## src/rtl/store_buffer_pkg.sv

```systemverilog
// Shared types and default widths for the store buffer and its match search.
// Each entry is split into a tag (valid + word address) and the store data.
package store_buffer_pkg;

    localparam int SB_ADDR_W = 32;
    localparam int SB_DATA_W = 32;

    typedef struct packed {
        logic                 valid;
        logic [SB_ADDR_W-3:0] waddr;
    } sb_tag_t;

    typedef struct packed {
        sb_tag_t              tag;
        logic [SB_DATA_W-1:0] data;
    } sb_entry_t;

endpackage

```

## src/rtl/store_buffer_if.sv

```systemverilog
// Bundle of pipeline-side and memory-side signals of the store buffer.
// slave = store buffer view, master = pipeline/memory environment view.
interface store_buffer_if #(
    parameter int ADDR_W = 32,
    parameter int DATA_W = 32,
    parameter int DEPTH  = 4
);
    localparam int CNT_W = $clog2(DEPTH) + 1;

    // Handshake: a store is taken on a rising edge when MEM_W_EN=1 and
    // freeze=0; while freeze=1 the pipeline keeps ALU_Res/Rm_Val stable.
    // A drain write is committed on the edge where mem_w_en=1 (mem_ready=1).
    logic              MEM_W_EN;
    logic              MEM_R_EN;
    logic [ADDR_W-1:0] ALU_Res;
    logic [DATA_W-1:0] Rm_Val;
    logic              mem_ready;
    logic [DATA_W-1:0] mem_rdata;
    logic              mem_w_en;
    logic [ADDR_W-1:0] mem_addr;
    logic [DATA_W-1:0] mem_wdata;
    logic [DATA_W-1:0] MEM_Res;
    logic              fwd_hit;
    logic              freeze;
    logic              empty;
    logic [CNT_W-1:0]  count;

    modport slave (
        input  MEM_W_EN, MEM_R_EN, ALU_Res, Rm_Val, mem_ready, mem_rdata,
        output mem_w_en, mem_addr, mem_wdata, MEM_Res, fwd_hit, freeze, empty, count
    );

    modport master (
        output MEM_W_EN, MEM_R_EN, ALU_Res, Rm_Val, mem_ready, mem_rdata,
        input  mem_w_en, mem_addr, mem_wdata, MEM_Res, fwd_hit, freeze, empty, count
    );

endinterface

```

## src/rtl/store_buffer_match.sv

```systemverilog
// Youngest-match search: scans backwards from tail-1 over the live window
// and reports the first valid entry whose word address equals the load's.
module sb_match
    import store_buffer_pkg::*;
#(
    parameter int DEPTH = 4,
    parameter int PTR_W = $clog2(DEPTH)
) (
    input  sb_tag_t [DEPTH-1:0] tags,
    input  logic    [PTR_W-1:0] head,
    input  logic    [PTR_W-1:0] tail,
    input  logic [SB_ADDR_W-3:0] waddr,
    output logic                hit,
    output logic    [PTR_W-1:0] idx
);

    localparam int SPAN_W = PTR_W + 1;

    logic [PTR_W-1:0]  span_p;
    logic [SPAN_W-1:0] span;
    logic [PTR_W-1:0]  slot;

    // head==tail means either empty or full; valid bits settle the empty case.
    always_comb begin
        span_p = tail - head;
        span   = (span_p == '0) ? SPAN_W'(DEPTH) : {1'b0, span_p};
    end

    always_comb begin
        hit  = 1'b0;
        idx  = '0;
        slot = '0;
        for (int k = 0; k < DEPTH; k++) begin
            slot = tail - PTR_W'(k + 1);
            if (!hit && (SPAN_W'(k) < span) && tags[slot].valid &&
                (tags[slot].waddr == waddr)) begin
                hit = 1'b1;
                idx = slot;
            end
        end
    end

endmodule

```

## src/rtl/store_buffer.sv

```systemverilog
// Word-granular FIFO store buffer between the MEM stage and single-port memory;
// drains whenever the port is free and forwards the youngest matching store.
module store_buffer
    import store_buffer_pkg::*;
#(
    parameter int DEPTH  = 4,
    parameter int ADDR_W = SB_ADDR_W,
    parameter int DATA_W = SB_DATA_W
) (
    input logic           clk,
    input logic           rst,
    store_buffer_if.slave bus
);

    localparam int PTR_W = $clog2(DEPTH);
    localparam int CNT_W = PTR_W + 1;

    sb_entry_t [DEPTH-1:0] entries;
    sb_tag_t   [DEPTH-1:0] tags;
    logic [PTR_W-1:0]      head;
    logic [PTR_W-1:0]      tail;
    logic [CNT_W-1:0]      count;

    logic empty;
    logic full;
    logic drain;
    logic accept;
    logic match_hit;
    logic [PTR_W-1:0] match_idx;

    always_comb begin
        for (int i = 0; i < DEPTH; i++) begin
            tags[i] = entries[i].tag;
        end
    end

    sb_match #(.DEPTH(DEPTH), .PTR_W(PTR_W)) u_match (
        .tags  (tags),
        .head  (head),
        .tail  (tail),
        .waddr (bus.ALU_Res[ADDR_W-1:2]),
        .hit   (match_hit),
        .idx   (match_idx)
    );

    // A load owns the memory port, so draining yields to it.
    assign empty  = (count == '0);
    assign full   = (count == CNT_W'(DEPTH));
    assign drain  = !empty && bus.mem_ready && !bus.MEM_R_EN;
    assign accept = bus.MEM_W_EN && (!full || drain);

    always_ff @(posedge clk) begin
        if (!rst) begin
            head    <= '0;
            tail    <= '0;
            count   <= '0;
            entries <= '0;
        end else begin
            if (drain) begin
                entries[head].tag.valid <= 1'b0;
                head                    <= head + 1'b1;
            end
            // When full, tail==head: this later write overrides the invalidate.
            if (accept) begin
                entries[tail] <= '{tag: '{valid: 1'b1, waddr: bus.ALU_Res[ADDR_W-1:2]},
                                   data: bus.Rm_Val};
                tail          <= tail + 1'b1;
            end
            case ({accept, drain})
                2'b10:   count <= count + 1'b1;
                2'b01:   count <= count - 1'b1;
                default: count <= count;
            endcase
        end
    end

    assign bus.mem_w_en  = drain;
    assign bus.mem_addr  = drain ? {entries[head].tag.waddr, 2'b00} : bus.ALU_Res;
    assign bus.mem_wdata = entries[head].data;
    assign bus.fwd_hit   = bus.MEM_R_EN && match_hit;
    assign bus.MEM_Res   = bus.fwd_hit ? entries[match_idx].data : bus.mem_rdata;
    assign bus.freeze    = bus.MEM_W_EN && !accept;
    assign bus.empty     = empty;
    assign bus.count     = count;

endmodule

```

## src/flat_wrapper.sv

```systemverilog
// flat-port wrapper written by rule: the top's interface ports become plain ports
module store_buffer_flat import store_buffer_pkg::*;
#(
    parameter int DEPTH  = 4,
    parameter int ADDR_W = SB_ADDR_W,
    parameter int DATA_W = SB_DATA_W
)
  (clk, rst, bus_MEM_W_EN, bus_MEM_R_EN, bus_ALU_Res, bus_Rm_Val, bus_mem_ready, bus_mem_rdata, bus_mem_w_en, bus_mem_addr, bus_mem_wdata, bus_MEM_Res, bus_fwd_hit, bus_freeze, bus_empty, bus_count);
  store_buffer_if #(.ADDR_W(ADDR_W), .DATA_W(DATA_W), .DEPTH(DEPTH)) bus_i ();
  input logic clk;
  input logic rst;
  input wire logic [$bits(bus_i.MEM_W_EN)-1:0] bus_MEM_W_EN;
  input wire logic [$bits(bus_i.MEM_R_EN)-1:0] bus_MEM_R_EN;
  input wire logic [$bits(bus_i.ALU_Res)-1:0] bus_ALU_Res;
  input wire logic [$bits(bus_i.Rm_Val)-1:0] bus_Rm_Val;
  input wire logic [$bits(bus_i.mem_ready)-1:0] bus_mem_ready;
  input wire logic [$bits(bus_i.mem_rdata)-1:0] bus_mem_rdata;
  output wire logic [$bits(bus_i.mem_w_en)-1:0] bus_mem_w_en;
  output wire logic [$bits(bus_i.mem_addr)-1:0] bus_mem_addr;
  output wire logic [$bits(bus_i.mem_wdata)-1:0] bus_mem_wdata;
  output wire logic [$bits(bus_i.MEM_Res)-1:0] bus_MEM_Res;
  output wire logic [$bits(bus_i.fwd_hit)-1:0] bus_fwd_hit;
  output wire logic [$bits(bus_i.freeze)-1:0] bus_freeze;
  output wire logic [$bits(bus_i.empty)-1:0] bus_empty;
  output wire logic [$bits(bus_i.count)-1:0] bus_count;
  assign bus_i.MEM_W_EN = bus_MEM_W_EN;
  assign bus_i.MEM_R_EN = bus_MEM_R_EN;
  assign bus_i.ALU_Res = bus_ALU_Res;
  assign bus_i.Rm_Val = bus_Rm_Val;
  assign bus_i.mem_ready = bus_mem_ready;
  assign bus_i.mem_rdata = bus_mem_rdata;
  assign bus_mem_w_en = bus_i.mem_w_en;
  assign bus_mem_addr = bus_i.mem_addr;
  assign bus_mem_wdata = bus_i.mem_wdata;
  assign bus_MEM_Res = bus_i.MEM_Res;
  assign bus_fwd_hit = bus_i.fwd_hit;
  assign bus_freeze = bus_i.freeze;
  assign bus_empty = bus_i.empty;
  assign bus_count = bus_i.count;
  store_buffer #(.DEPTH(DEPTH), .ADDR_W(ADDR_W), .DATA_W(DATA_W)) u_core (.clk(clk), .rst(rst), .bus(bus_i));
endmodule
```

## config.mk

```make
export PLATFORM = sky130hd
export DESIGN_NAME = store_buffer_flat
export DESIGN_NICKNAME = d
export VERILOG_FILES = /design/src/rtl/store_buffer_pkg.sv /design/src/rtl/store_buffer_if.sv /design/src/rtl/store_buffer_match.sv /design/src/rtl/store_buffer.sv /design/src/flat_wrapper.sv
export SDC_FILE = /design/constraint.sdc
export NUM_CORES = 1
export LEC_CHECK = 0
export CAP_MARGIN = 20
export CORE_ASPECT_RATIO = 1.4
export CORE_MARGIN = 4
export CORE_UTILIZATION = 35
export DETAILED_ROUTE_END_ITERATION = 8
export SYNTH_ARGS = -nofsm -noshare
export SYNTH_HDL_FRONTEND = slang
export SYNTH_SLANG_ARGS = --single-unit
```

## constraint.sdc

```tcl
create_clock -name clk -period 11.5 [get_ports clk]
set_input_delay 1.15 -clock clk [delete_from_list [all_inputs] [get_ports clk]]
set_output_delay 1.15 -clock clk [all_outputs]
set_load 0.02 [all_outputs]
```

==> summary.md, run 1 <==
| Metric | Value |
|---|---|
| Routed WL | 76100 µm |
| Total CTS buffers | 28 |
| Clk_skew | 0.00923 ns |
| Worst-Skew Late Latency | 0.58 ns |
| Vias in the first global route | 18.5k |
| Required time worst endpoint | 10.35 ns |
| Vias | 18.1k |
| Largest net degree at the start of global routing | 178 |
| Post-route minimum period | 8.69 ns |
| Initial core utilization | 35.5% |
| Critical Path AT | 7.54 ns |
| First DRT Iteration DRCs | 1361 |
| Synthesized Nets | 2402 |
| CTS Root Cell | clkbuf_16 |
| Max-slew violations | 0 |
| Input/output buffers | 203 |
| Critical path type | reg2out |
| Hold Buf Count CTS | 0 |
| Ys Warns | 0 |
| DRT antenna net count | 0 |
| Die width | 209 µm |
| Max-cap violations | 0 |
| Overflow after GRT | 0 |
| Hold Path Class | reg2reg |
| Critical path endpoint category | output port |
| Post-Route Setup TNS | 0 ns |
| Post-Synthesis Cells | 2289 |
| Max Fclk | 0.115 GHz |
| Final hold violations | 0 |
| Max FO, Critical Path | 52 |
| Dpl cell area | 21900 µm² |
| CTS tree | yes |
| Peak supply drop | 0.100 mV |
| Tot GR Track Use | 24.3% |
| Post-synthesis async set-or-reset flop share | 0% |
| EDFF count, synth | 0 |
| Seq/Total Area, Yosys | 26.3% |
| Global-route wire length before repair | 115000 µm |
| Initial antenna violation count | 1 |
| # setup viols final | 0 |
| R2r startpoint | u_core.tail[0] |
| RSZ-0062 raised after global routing | false |
| DRC | 0 |
| Diodes inserted | 0 |
| Post-CTS Resized | 0 |
| #FFs+latches synth | 259 |
| Outcome | finished, final reports clean |
| Die Area | 60300 µm² |
| Startpoint types | flop |
| IO Pins | 204 |
| Power per cell area | 120 nW/µm² |
| Tightest Pin Transition | 0.971 ns |
| Period utilization | 75.5% |
| Clk sinks | 259 |
| Fin area | 22800 µm² |
| Mean Syn Cell Area | 8.62 µm² |
| Flop-to-flop setup slack | 7.94 ns |
| Min-delay src | u_core.entries[26] |
| HPWL after DPL | 53600 µm |
| Row count | 102 |
| Synth unique cells | 89 |
| Headroom to the max-slew limit | 34.7% |
| Area of the mapped netlist | 19700 µm² |
| Reg2reg path depth | 6 |
| Setup Fix Bufs, Post-CTS | 0 |
| First-pass DRT Iterations | 6 |
| Die height | 289 µm |
| Maximum buffer depth of the clock tree | 3 |
| Prevailing post-synth register cell | dfxtp_1 |
| Synth-to-layout area growth | 15.8% |
| H-tree levels | 1 |
| Critical path origin | u_core.tail[0] |
| Routability cong. | 1.02 |
| Core Box Area | 55500 µm² |
| Nets | 2447 |
| Share of post-route cells with drive strength above 1 | 13.7% |
| WL per Instance | 24.7 µm |
| Clock transition at path regs | 0.06 ns |
| Leak | 7.35 nW |
| Vias per std cell | 5.86 |
| Hold path cells | 2 |
## flip-flops by register name (all words and copies together), names as in the netlist
register / flops
u_core.bus.count: 3
u_core.entries: 252
u_core.head: 2
u_core.tail: 2
## path summary, 6_finish.rpt
kind	to
min	u_core.entries[26]
min reg2reg	u_core.entries[26]
max reg2reg	u_core.entries[89]
max	bus_MEM_Res[9]
## critical path, cell delays in order (launching register included)
cell             delay [ns]
dfxtp_4                0.71
inv_1                  0.18
ha_4                   0.60
buf_4                  0.60
mux4_2                 0.60
xnor2_1                0.50
o2111ai_1              0.44
a211oi_2               0.35
and4_1                 0.75
o41ai_4                0.08
buf_4                  0.29
o21ba_2                0.84
o21ai_0                0.21
nand3_1                0.14
clkdlybuf4s50_1        0.61
## per-layer routing
layer | routed length [µm] | part of all wire, % | track usage, % | vias to the layer above
met5 | 12 | 0.016 | 0 | -
met4 | 3720 | 4.9 | 11.0 | 2
met3 | 4670 | 6.1 | 3.00 | 173
met2 | 38300 | 50 | 43.4 | 732
met1 | 29500 | 39 | 29.2 | 8918
li1 | - | - | - | 8230
## cells in the mapped netlist (5+ instances only)
cell type	n	area share [%]
a2bb2oi_1	5	0.22
clkbuf_1	156	3.0
buf_2	20	0.51
o21ai_1	7	0.18
xor2_1	13	0.58
o211ai_1	24	0.91
xnor2_1	92	4.1
nand3_2	9	0.46
nand4_1	20	0.63
a22oi_1	5	0.19
o21ai_0	23	0.58
nor3_1	9	0.23
dfxtp_1	259	26
nand2_1	595	11
mux4_2	116	13
nor4_1	12	0.38
o2111ai_1	6	0.27
nor2_1	24	0.46
nand3b_1	5	0.19
a31oi_1	14	0.44
o21ai_2	49	2.2
a21oi_1	20	0.51
nand2b_1	16	0.51
nor2b_1	26	0.82
buf_1	14	0.27
nand3_1	48	1.2
and4_1	5	0.22
o2bb2ai_1	5	0.22
and2_1	15	0.48
and3_1	56	1.8
inv_1	24	0.46
a21boi_0	295	11
mux2i_1	135	6.9
ha_1	11	0.70
mux2_2	33	1.9
buf_6	18	1.0
o22ai_1	16	0.51
## layout by cell type, fill, tap and decap left out, types with 28 or more instances in the layout
cell             count
nand2_1            591
a21boi_0           295
dfxtp_1            255
clkdlybuf4s50_1    202
mux2i_1            135
mux4_2             116
xnor2_1             92
and3_1              56
o21ai_2             49
nand3_1             48
mux2_2              33
clkbuf_16           29
buf_4               28
## power breakdown
part           switching, mW  leakage [nW]  internal (mW)  total [mW]
sequential            0.0740          2.10          0.944        1.02
combinational          0.464          4.78          0.343       0.807
clock                  0.388         0.461          0.534       0.922
total                  0.926          7.35           1.82        2.75
## final cells by class
class,count,area (µm²)
Timing Repair Buffer,232,2270
Clock inverter,3,18.8
Clock buffer,46,910
Fill cell,5523,32700
Tap cell,728,911
Inverter,25,93.8
Sequential cell,259,5200
Multi-Input combinational cell,1788,13400
## per-stage QoR
stage	hold slack, ns	total power [mW]	cells	util (%)	setup WS, ns
after floorplan	0.449	1.54	2289	-	6.02
after global placement	0.459	1.83	3031	39.4	3.55
after detailed placement	0.475	1.84	3031	39.4	3.46
after CTS	0.482	2.76	3080	41.1	2.80
after global routing	0.500	2.85	3081	41.1	2.52
final	0.477	2.75	3081	41.1	2.81
## cells by family (layout without fill, tap and decap cells)
logic type                 count (synthesis)  after routing  synth area share (%)
AOI/OAI and AO/OA                        514            514                  19.9
muxes                                    288            288                  22.4
adders and majority gates                 12             12                 0.799
buffers and inverters                    242            306                  5.82
DFF                                      259            259                  26.3
xor gates and xnor gates                 105            105                  4.66
and+or+nand+nor                          869            869                  20.2
Note: power is estimated with default switching activity, not from simulation.
==> inputs of run 2 (changes only) <==
==> constraint.sdc (replaced) <==
create_clock -name clk -period 8.9 [get_ports clk]
set_input_delay 0.89 -clock clk [delete_from_list [all_inputs] [get_ports clk]]
set_output_delay 0.89 -clock clk [all_outputs]
set_load 0.02 [all_outputs]
==> run 2 against run 1 <==
Worst setup slack lost 1.9 ns. Combinational power grew 31%. Core utilization is essentially flat. Highest routed layer is now met4. Cell count is essentially flat. Die area is the same. Clock power grew 34%. Register-to-register slack lost 2.3 ns. Global-route usage grew 0.37 points. Sequential power grew 28%.
==> summary.md, run 2 (same netlist as run 1, synthesis figures left out) <==
| Metric | Value |
|---|---|
| Outcome | finished, final reports clean |
| Switching Share | 33.9% (+0.15 points) |
| Fin area | 22800 µm² (about the same) |
| Global-route wire length before repair | 116000 µm (+1.1%) |
| Regs by FF count | u_core.entries (252), u_core.bus.count (3) |
| Clk sinks | 259 (unchanged) |
| Critical path type | reg2out |
| # setup viols final | 0 (unchanged) |
| Die width | 209 µm (unchanged) |
| Headroom to the max-slew limit | 26.0% (-8.7 points) |
| Startpoint types | flop |
| Clk_skew | 0.0199 ns (+0.0107 ns) |
| CTS tree | yes |
| Initial core utilization | 35.5% (unchanged) |
| Most common cell after layout, fill and taps aside | nand2_1 |
| Sequential fraction of design power | 36.4% (-0.7 points) |
| Max Fclk | 0.126 GHz |
| Number of flip-flops in the largest register | 252 (unchanged) |
| Leak | 7.34 nW (about the same) |
| Total CTS buffers | 29 (+3.6%) |
| Required time worst endpoint | 8.01 ns (-2.34 ns) |
| Critical path endpoint category | output port |
| RSZ-0062 raised after global routing | false |
| Die height | 289 µm (unchanged) |
| Vias per std cell | 5.82 (-0.65%) |
| Peak supply drop | 0.132 mV (+32%) |
| Row count | 102 (unchanged) |
| HPWL after DPL | 53100 µm (-0.98%) |
| Max-cap violations | 0 (unchanged) |
| FF-to-FF End | u_core.entries[89] |
| CTS Root Cell | clkbuf_16 |
| Max FO, Critical Path | 43 (-17%) |
| WHS Endpoint | u_core.entries[84] |
| Largest net degree at the start of global routing | 138 (-22%) |
| Reg2reg path depth | 6 (unchanged) |
| WL per Instance | 25.0 µm (+1.1%) |
| Switch Pwr | 1.22 mW (+32%) |
| Flop-to-flop setup slack | 5.61 ns (-2.33 ns) |
| Worst-Skew Late Latency | 0.59 ns (about the same) |
| Most flops, register | u_core.entries |
| Max-slew violations | 0 (unchanged) |
| Nets | 2445 (-0.082%) |
| Post-CTS Resized | 0 (unchanged) |
| Dpl cell area | 21900 µm² (about the same) |
| Post-Route Setup TNS | 0 ns (unchanged) |
| Synth-to-layout area growth | 15.9% (about the same) |
| H-tree levels | 1 (unchanged) |
| Overflow after GRT | 0 (unchanged) |
| Comb pwr share | 29.2% (-0.2 points) |
| Die Area | 60300 µm² (unchanged) |
| Setup Fix Bufs, Post-CTS | 0 (unchanged) |
| R2r startpoint | u_core.tail[0] |
| Hold Buf Count CTS | 0 (unchanged) |
| Clock transition at path regs | 0.06 ns (about the same) |
| Core Box Area | 55500 µm² (unchanged) |
| Vias in the first global route | 18.1k (-2.2%) |
| Initial antenna violation count | 1 (unchanged) |
| Hold path cells | 2 (unchanged) |
| IO Pins | 204 (unchanged) |
| Internal | 2.39 mW (+31%) |
| Vias | 17.9k (-0.59%) |
| Tot GR Track Use | 24.6% (+0.37 points) |
| Routed WL | 77000 µm (+1.2%) |
| Clk network pwr share | 34.4% (+0.8 points) |
| Power per cell area | 158 nW/µm² (+32%) |
| First-pass DRT Iterations | 7 (+1) |
| First DRT Iteration DRCs | 1387 (+1.9%) |
| Maximum buffer depth of the clock tree | 3 (unchanged) |
| Post-route minimum period | 7.95 ns |
| Min-delay src | u_core.entries[84] |
| Tightest Pin Transition | 1.11 ns (+0.139 ns) |
| Post-layout util | 41.2% (about the same) |
| DRT antenna net count | 0 (unchanged) |
| Final hold violations | 0 (unchanged) |
| Critical Path AT | 7.06 ns (-0.48 ns) |
| Input/output buffers | 203 (unchanged) |
| Period utilization | 89.3% |
| DRC | 0 (unchanged) |
| Commonest non-fill, non-tap cells in the layout | nand2_1 (591), a21boi_0 (295), dfxtp_1 (255) |
| Routability cong. | 1.03 (+1.4%) |
| Share of post-route cells with drive strength above 1 | 13.6% (-0.13 points) |
| Hold Path Class | reg2reg |
run 2: cell count changes in the layout (fill, tap and decap cells not counted), sizes merged:
cell / change
inv: +2
clkinv: +2
clkbuf: -4
diode: +2
buf: -3
bufinv: +3
run 2: worst max-delay path by stage:
stage	endpoint	from	depth (start not counted)
after floorplan	bus_MEM_Res[14]	u_core.tail[0]	19
after global placement	bus_MEM_Res[31]	u_core.tail[0]	14
after detailed placement	bus_MEM_Res[31]	u_core.tail[0]	14
after CTS	bus_MEM_Res[31]	u_core.tail[0]	14
after global routing	bus_MEM_Res[31]	u_core.tail[0]	14
final	bus_MEM_Res[31]	u_core.tail[0]	14
run 2: layout make-up:
class	count	area [µm²]
flip-flops and latches	259	5200
inverters	25	93.8
diodes	2	5.00
clock inverters	10	134
fillers	5517	32700
multi-input cells	1788	13400
clock buffers	42	825
repair buffers	229	2240
well taps	728	911
run 2: power by group through the flow:
stage,combinational (mW),clock [mW],sequential [mW]
finish,1.06,1.24,1.31
floorplan,0.708,0,1.29
global placement,1.04,0,1.33
CTS,1.06,1.27,1.31
detailed placement,1.05,0,1.34
global route,1.12,1.31,1.32
run 2: stage by stage:
stage                     std cells  setup slack (ns)  hold WS [ns]  total power, mW
after global placement         3029              1.49         0.461             2.38
after floorplan                2289              3.68         0.449             2.00
after CTS                      3081             0.846         0.479             3.64
after global routing           3082             0.497         0.503             3.76
final                          3083             0.949         0.482             3.61
after detailed placement       3029              1.45         0.470             2.39
run 2: per-layer routing:
metal  part of all wire [%]  GRT usage, %
met5                      0             0
met4                    4.8          10.6
met3                    5.4          3.13
met2                     51          44.3
met1                     39          29.6
run 2: critical path, stage by stage (launching register included):
cell and delay (ns):
dfxtp_4 0.68, inv_1 0.18, ha_4 0.73, buf_4 0.52, mux4_2 0.58, xnor2_1 0.29, o2111ai_1 0.20, a211oi_2 0.27
and4_1 0.72, o41ai_4 0.09, buf_4 0.30, o21ba_2 0.89, o21ai_0 0.21, nand3_1 0.14, clkdlybuf4s50_1 0.62
